`src/rtl/branch_pkg.sv`:
```
// Shared branch-resolution types and helpers.
// funct3 codes, op-kind enum and immediate sign extension.
package branch_pkg;

  localparam logic [2:0] F3_BEQ  = 3'b000;
  localparam logic [2:0] F3_BNE  = 3'b001;
  localparam logic [2:0] F3_BLT  = 3'b100;
  localparam logic [2:0] F3_BGE  = 3'b101;
  localparam logic [2:0] F3_BLTU = 3'b110;
  localparam logic [2:0] F3_BGEU = 3'b111;

  typedef enum logic [1:0] {
    OP_NONE,
    OP_BR,
    OP_JAL,
    OP_JALR
  } op_kind_e;

  // Sign-extend the low w bits of v to 32 bits.
  function automatic logic [31:0] sext32(
    input logic [31:0] v,
    input int          w
  );
    logic [31:0] r;
    for (int i = 0; i < 32; i++)
      r[i] = (i < w) ? v[i] : v[5'(w - 1)];
    return r;
  endfunction

endpackage

```
`src/rtl/branch_resolve_unit_cmp.sv`:
```
// Branch condition comparator (combinational).
// Produces taken and illegal from funct3 and the two operands.
module branch_cmp
  import branch_pkg::*;
#(
  parameter int XLEN = 32
) (
  input  logic [2:0]      funct3,
  input  logic [XLEN-1:0] op1,
  input  logic [XLEN-1:0] op2,
  output logic            taken,
  output logic            illegal
);

  // Evaluate the condition; unused encodings flag illegal.
  always_comb begin
    taken   = 1'b0;
    illegal = 1'b0;
    unique case (funct3)
      F3_BEQ:  taken = (op1 == op2);
      F3_BNE:  taken = (op1 != op2);
      F3_BLT:  taken = ($signed(op1) < $signed(op2));
      F3_BGE:  taken = ($signed(op1) >= $signed(op2));
      F3_BLTU: taken = (op1 < op2);
      F3_BGEU: taken = (op1 >= op2);
      default: illegal = 1'b1;
    endcase
  end

endmodule

```
`src/rtl/branch_resolve_unit.sv`:
```
// Registered branch/JAL/JALR resolution stage with valid/ready.
// Optional BRANCH_STATS_EN adds saturating event counters.
module branch_resolve_unit
  import branch_pkg::*;
#(
  parameter int XLEN      = 32,
  parameter int ADDR_W    = 10,
  parameter int IMM_W     = 20,
  parameter int INST_STEP = 4
) (
  input  logic              clk,
  input  logic              rst,
  input  logic              in_valid,
  output logic              in_ready,
  input  logic              is_b,
  input  logic              is_jal,
  input  logic              is_jalr,
  input  logic [2:0]        funct3,
  input  logic [IMM_W-1:0]  imm,
  input  logic [XLEN-1:0]   op1,
  input  logic [XLEN-1:0]   op2,
  input  logic [ADDR_W-1:0] address,
  input  logic              pred_taken,
  input  logic [ADDR_W-1:0] pred_target,
  input  logic              flush,
  output logic              out_valid,
  input  logic              out_ready,
  output logic              taken,
  output logic [ADDR_W-1:0] target_address,
  output logic [ADDR_W-1:0] link_address,
  output logic              redirect,
  output logic              misaligned,
  output logic              illegal
`ifdef BRANCH_STATS_EN
  ,
  output logic [31:0]       stat_branches,
  output logic [31:0]       stat_taken,
  output logic [31:0]       stat_mispredicts
`endif
);

  localparam logic [ADDR_W-1:0] STEP = ADDR_W'(INST_STEP);
  localparam logic [ADDR_W-1:0] MASK = ADDR_W'(INST_STEP - 1);

  op_kind_e          kind;
  logic              multi;
  logic              cmp_taken;
  logic              cmp_ill;
  logic [31:0]       imm32;
  logic [ADDR_W-1:0] imm_x;
  logic [ADDR_W-1:0] link;
  logic [ADDR_W-1:0] pc_tgt;
  logic [ADDR_W-1:0] jr_sum;
  logic [ADDR_W-1:0] jr_tgt;
  logic [ADDR_W-1:0] raw_tgt;
  logic [ADDR_W-1:0] c_target;
  logic              c_taken;
  logic              c_ill;
  logic              c_mis;
  logic              c_redir;
  logic              accept;
  logic              unused_imm;

  assign in_ready = !out_valid || out_ready;
  assign accept   = in_valid && in_ready;

  assign multi = (is_b & is_jal) | (is_b & is_jalr) |
                 (is_jal & is_jalr);

  assign imm32      = sext32(32'(imm), IMM_W);
  assign imm_x      = imm32[ADDR_W-1:0];
  assign unused_imm = ^imm32;
  assign link       = address + STEP;
  assign pc_tgt     = address + imm_x;
  assign jr_sum     = op1[ADDR_W-1:0] + imm_x;
  assign jr_tgt     = {jr_sum[ADDR_W-1:1], 1'b0};

  branch_cmp #(
    .XLEN(XLEN)
  ) u_cmp (
    .funct3 (funct3),
    .op1    (op1),
    .op2    (op2),
    .taken  (cmp_taken),
    .illegal(cmp_ill)
  );

  // Classify the op; multi-hot selects fall to NONE.
  always_comb begin
    kind = OP_NONE;
    unique case ({is_b, is_jal, is_jalr})
      3'b100:  kind = OP_BR;
      3'b010:  kind = OP_JAL;
      3'b001:  kind = OP_JALR;
      default: kind = OP_NONE;
    endcase
  end

  // Resolve decision, target and mispredict for this request.
  always_comb begin
    c_taken = 1'b0;
    c_ill   = multi;
    raw_tgt = pc_tgt;
    unique case (kind)
      OP_BR: begin
        c_taken = cmp_taken;
        c_ill   = cmp_ill;
      end
      OP_JAL:  c_taken = 1'b1;
      OP_JALR: begin
        c_taken = 1'b1;
        raw_tgt = jr_tgt;
      end
      default: ;
    endcase
    if (c_ill)
      c_taken = 1'b0;
    c_target = c_taken ? raw_tgt : link;
    c_mis    = c_taken && ((c_target & MASK) != '0);
    c_redir  = (c_taken != pred_taken) ||
               (c_taken && (pred_target != c_target));
    if (c_ill || c_mis)
      c_redir = 1'b0;
  end

  // Output register: flush beats accept, hold on stall.
  always_ff @(posedge clk) begin
    if (rst) begin
      out_valid      <= 1'b0;
      taken          <= 1'b0;
      target_address <= '0;
      link_address   <= '0;
      redirect       <= 1'b0;
      misaligned     <= 1'b0;
      illegal        <= 1'b0;
    end else if (flush) begin
      out_valid <= 1'b0;
    end else if (accept) begin
      out_valid      <= 1'b1;
      taken          <= c_taken;
      target_address <= c_target;
      link_address   <= link;
      redirect       <= c_redir;
      misaligned     <= c_mis;
      illegal        <= c_ill;
    end else if (out_ready) begin
      out_valid <= 1'b0;
    end
  end

`ifdef BRANCH_STATS_EN
  logic is_ctl_q;
  logic hs;

  assign hs = out_valid && out_ready;

  // Remember whether the held result is a legal control op.
  always_ff @(posedge clk) begin
    if (rst)
      is_ctl_q <= 1'b0;
    else if (accept && !flush)
      is_ctl_q <= (kind != OP_NONE) && !c_ill;
  end

  // Saturating event counters, bumped on output handshake.
  always_ff @(posedge clk) begin
    if (rst) begin
      stat_branches    <= '0;
      stat_taken       <= '0;
      stat_mispredicts <= '0;
    end else if (hs) begin
      if (is_ctl_q && stat_branches != '1)
        stat_branches <= stat_branches + 32'd1;
      if (taken && stat_taken != '1)
        stat_taken <= stat_taken + 32'd1;
      if (redirect && stat_mispredicts != '1)
        stat_mispredicts <= stat_mispredicts + 32'd1;
    end
  end
`endif

endmodule

```
`config.mk`:
```
export PLATFORM = sky130hd
export DESIGN_NAME = branch_resolve_unit
export DESIGN_NICKNAME = d
export VERILOG_FILES = /design/src/rtl/branch_pkg.sv /design/src/rtl/branch_resolve_unit_cmp.sv /design/src/rtl/branch_resolve_unit.sv
export SDC_FILE = /design/constraint.sdc
export NUM_CORES = 1
export LEC_CHECK = 0
export ABC_AREA = 1
export CAP_MARGIN = 20
export CORE_UTILIZATION = 41
export CTS_CLUSTER_SIZE = 24
export DETAILED_ROUTE_END_ITERATION = 6
export PLACE_DENSITY = 0.79
export SLEW_MARGIN = 25
export SYNTH_ARGS = -nofsm -noshare
export SYNTH_HDL_FRONTEND = slang
export SYNTH_HIERARCHICAL = 1
export SYNTH_SLANG_ARGS = --single-unit
```
`constraint.sdc`:
```
create_clock -name clk -period 3.1 [get_ports clk]
set_input_delay 0.62 -clock clk [delete_from_list [all_inputs] [get_ports clk]]
set_output_delay 0.62 -clock clk [all_outputs]
set_load 0.02 [all_outputs]
```
==> metrics <==
top_reg_cell synth dfxtp_1; DP Cell Count ~870; Power Dens Cells roughly 240 nW/µm²; Hold Buf Count CTS 0; vias per cell around 5.3; clock share of power 0.134; worst min path class reg2reg; DRT antenna net count 0; worst hold slack 0.480 ns; sequential fraction of the synthesis area 0.140; number of H-tree levels 1; CP max FO 4; Layout fillers just over 600; Post-Synthesis Cell Area between 3000 and 4000 µm²; area leader, netlist ha_1; worst skew pair latency between 0.2 and 0.3 ns; Synth async-reset ratio 0; status finished with violations; CP startpoint kind input port; number of synthesized flops with an enable pin 0; DR DRC count 0; CTS tree yes; worst endpoint required time 3.26 ns; Comb pwr share 0.622; Seq pwr share 0.244; Max-Slew Margin vs Limit 0.664; Congestion Overflow GR 0; Detail Placement HPWL ~8.9 mm; most frequent cells in the layout nand2_1 (135), inv_1 (95), nand3_1 (71); share of layout cells above drive strength 1 0.226; die footprint 9110 µm²; failing checks negative setup slack; Tot GR Track Use 0.240; Initial Utilization 0.429; Worst Tran Pin Value 0.504 ns; initial antenna violation count 0; drt total wl 12.5 mm; CTS buffer count 3; DR WL/cell around 14 µm; row count 33; DRT Pass-1 Iters 5; Critical Path End Type flop; syn avg cell area 5.88 µm²; maximum achievable frequency between 200 and 300 MHz; Synth cell types 35; top post-synthesis cells by area ha_1 (17%), nand2_1 (17%), dfxtp_1 (14%), inv_1 (13%), nand3_1 (11%); sw frac 0.406; I/O Buffers 131; total power approximately 1.5 mW; Final setup viols 1; YS warnings 6; Layout Nets about 940; final hold vios 0; Worst-path clk slew around 0.080 ns; Max IR drop VDD approximately 0.15 mV; commonest non-fill, non-tap cell in the layout nand2_1; Area Growth Syn to Fin 70.1%; largest net degree at the start of global routing 37; fin. max-slew vios 0; RSZ-0062 raised after global routing true; Die Height between 90 and 100 µm; Yosys reg bits 25; Final Non-Filler Cells 878; sw power between 0.5 and 0.6 mW; Antenna Cells 0; Clk Tree Root Cell clkbuf_8; IO Pins 142; first-pass GRT wire length 17.9 mm; Clock Path Buffers 2; Internal Power 0.864 mW; Synth Instances a little over 600; vias after detailed routing between 4000 and 5000; fin crit period 3.35 ns; core area around 8300 µm²; RD Place Congestion around 0.91; CP Class in2reg; max-cap violation count 0; final worst slack -0.249 ns; crit share post-route 1.08; clk_skew slightly below 0.003 ns; initial DRC count 227; Static Leak around 3.5 nW; Synth top area share 0.175; Synthesized Nets between 700 and 800; Die W between 90 and 100 µm; Worst Path Arrival 3.50 ns; number of global-route vias before repair ~4400; clock sinks 25
## registers in the layout, summed over array words and instances, names as in the netlist
register	count
target_address	10
redirect	1
out_valid	1
taken	1
link_address	10
misaligned	1
illegal	1
## final timing paths
path,startpoint,endpoint,slack [ns],depth (start not counted)
worst max-delay path,op2[16],redirect,-0.25,28
worst min register to register,redirect,redirect,0.48,2
worst min-delay path,redirect,redirect,0.48,2
worst max register to register,out_valid,redirect,1.53,8
## through the flow
step	setup slack [ns]	area, µm²	setup TNS, ns	utilization
2_1_floorplan	0.146	3580	0	-
3_3_place_gp	-0.580	5200	-2.67	0.624
3_5_place_dp	-0.687	5200	-3.74	0.624
4_1_cts	-0.305	5370	-0.305	0.644
5_1_grt	-0.504	6090	-0.790	0.730
6_report	-0.249	6090	-0.249	0.730
## cells by family (layout without fill, tap and decap cells)
group,count (synthesis),in the layout,share of synthesized area
AO/OA/AOI/OAI,65,65,0.104
XOR/XNOR,8,8,0.0196
adder cells (fa/ha/maj),52,52,0.186
buffers and inverters,136,299,0.149
flip-flops,25,25,0.140
AND/OR/NAND/NOR,323,324,0.403
## power groups by stage
stage | Clock, mW | Sequential (mW) | Combinational (mW)
3_3_place_gp | 0 | 0.362 | 0.707
4_1_cts | 0.197 | 0.355 | 0.760
3_5_place_dp | 0 | 0.362 | 0.729
6_report | 0.195 | 0.355 | 0.904
2_1_floorplan | 0 | 0.389 | 0.384
5_1_grt | 0.210 | 0.358 | 0.992
## cell usage after synthesis, types with 5 or more instances
master    instances
clkbuf_1          6
nor2_1           41
o21ai_0          20
nand2_2           6
inv_1           122
a21oi_1          27
nand2_1         163
dfxtp_1          25
o211ai_1          8
xor2_1            5
nor2_2            5
nand3_1          81
o21bai_1          5
nand4_1          10
ha_1             50
## worst max-delay path: stages
cell and delay (ns):
clkdlybuf4s50_1 0.46, inv_1 0.05, ha_1 0.17, nand2_1 0.06
nand2_1 0.05, nand2_1 0.07, nand2_1 0.05, nand2_1 0.08
nand2_2 0.07, a21oi_4 0.20, nand2_1 0.10, nand2_2 0.09
nand3_2 0.08, nand2_1 0.07, nand3_2 0.07, nand2_2 0.08
nand2_4 0.09, buf_6 0.15, nand3_4 0.08, nand2_2 0.06
nand2_1 0.08, nand3_1 0.10, nor2_2 0.13, nand3_2 0.08
nor2_2 0.08, nand3_1 0.07, o21bai_1 0.13, a21oi_1 0.08
## layout make-up
cell class	count	area, µm²	area share
Clock buffer	4	45.0	0.00740
Inverter	127	484	0.0795
Timing Repair Buffer	168	1760	0.290
Tap cell	105	131	0.0216
Sequential cell	25	500	0.0822
Multi-Input combinational cell	449	3160	0.520
## routing by layer
metal  up-vias  share of wire  track usage
li1       2274              -            -
met1      2117           0.39        0.273
met2       197           0.52        0.463
met3        42          0.055       0.0295
met4         0          0.033       0.0647
met5         -              0            0
## timing repair
item | in CTS | in global routing
buffers inserted | 2 | 5
gates resized for setup | 20 | 186
endpoints found under the setup margin | 7 | 12
pin swaps | 13 | 63
cloned | 1 | 0
Note: power is estimated with default switching activity, not from simulation.
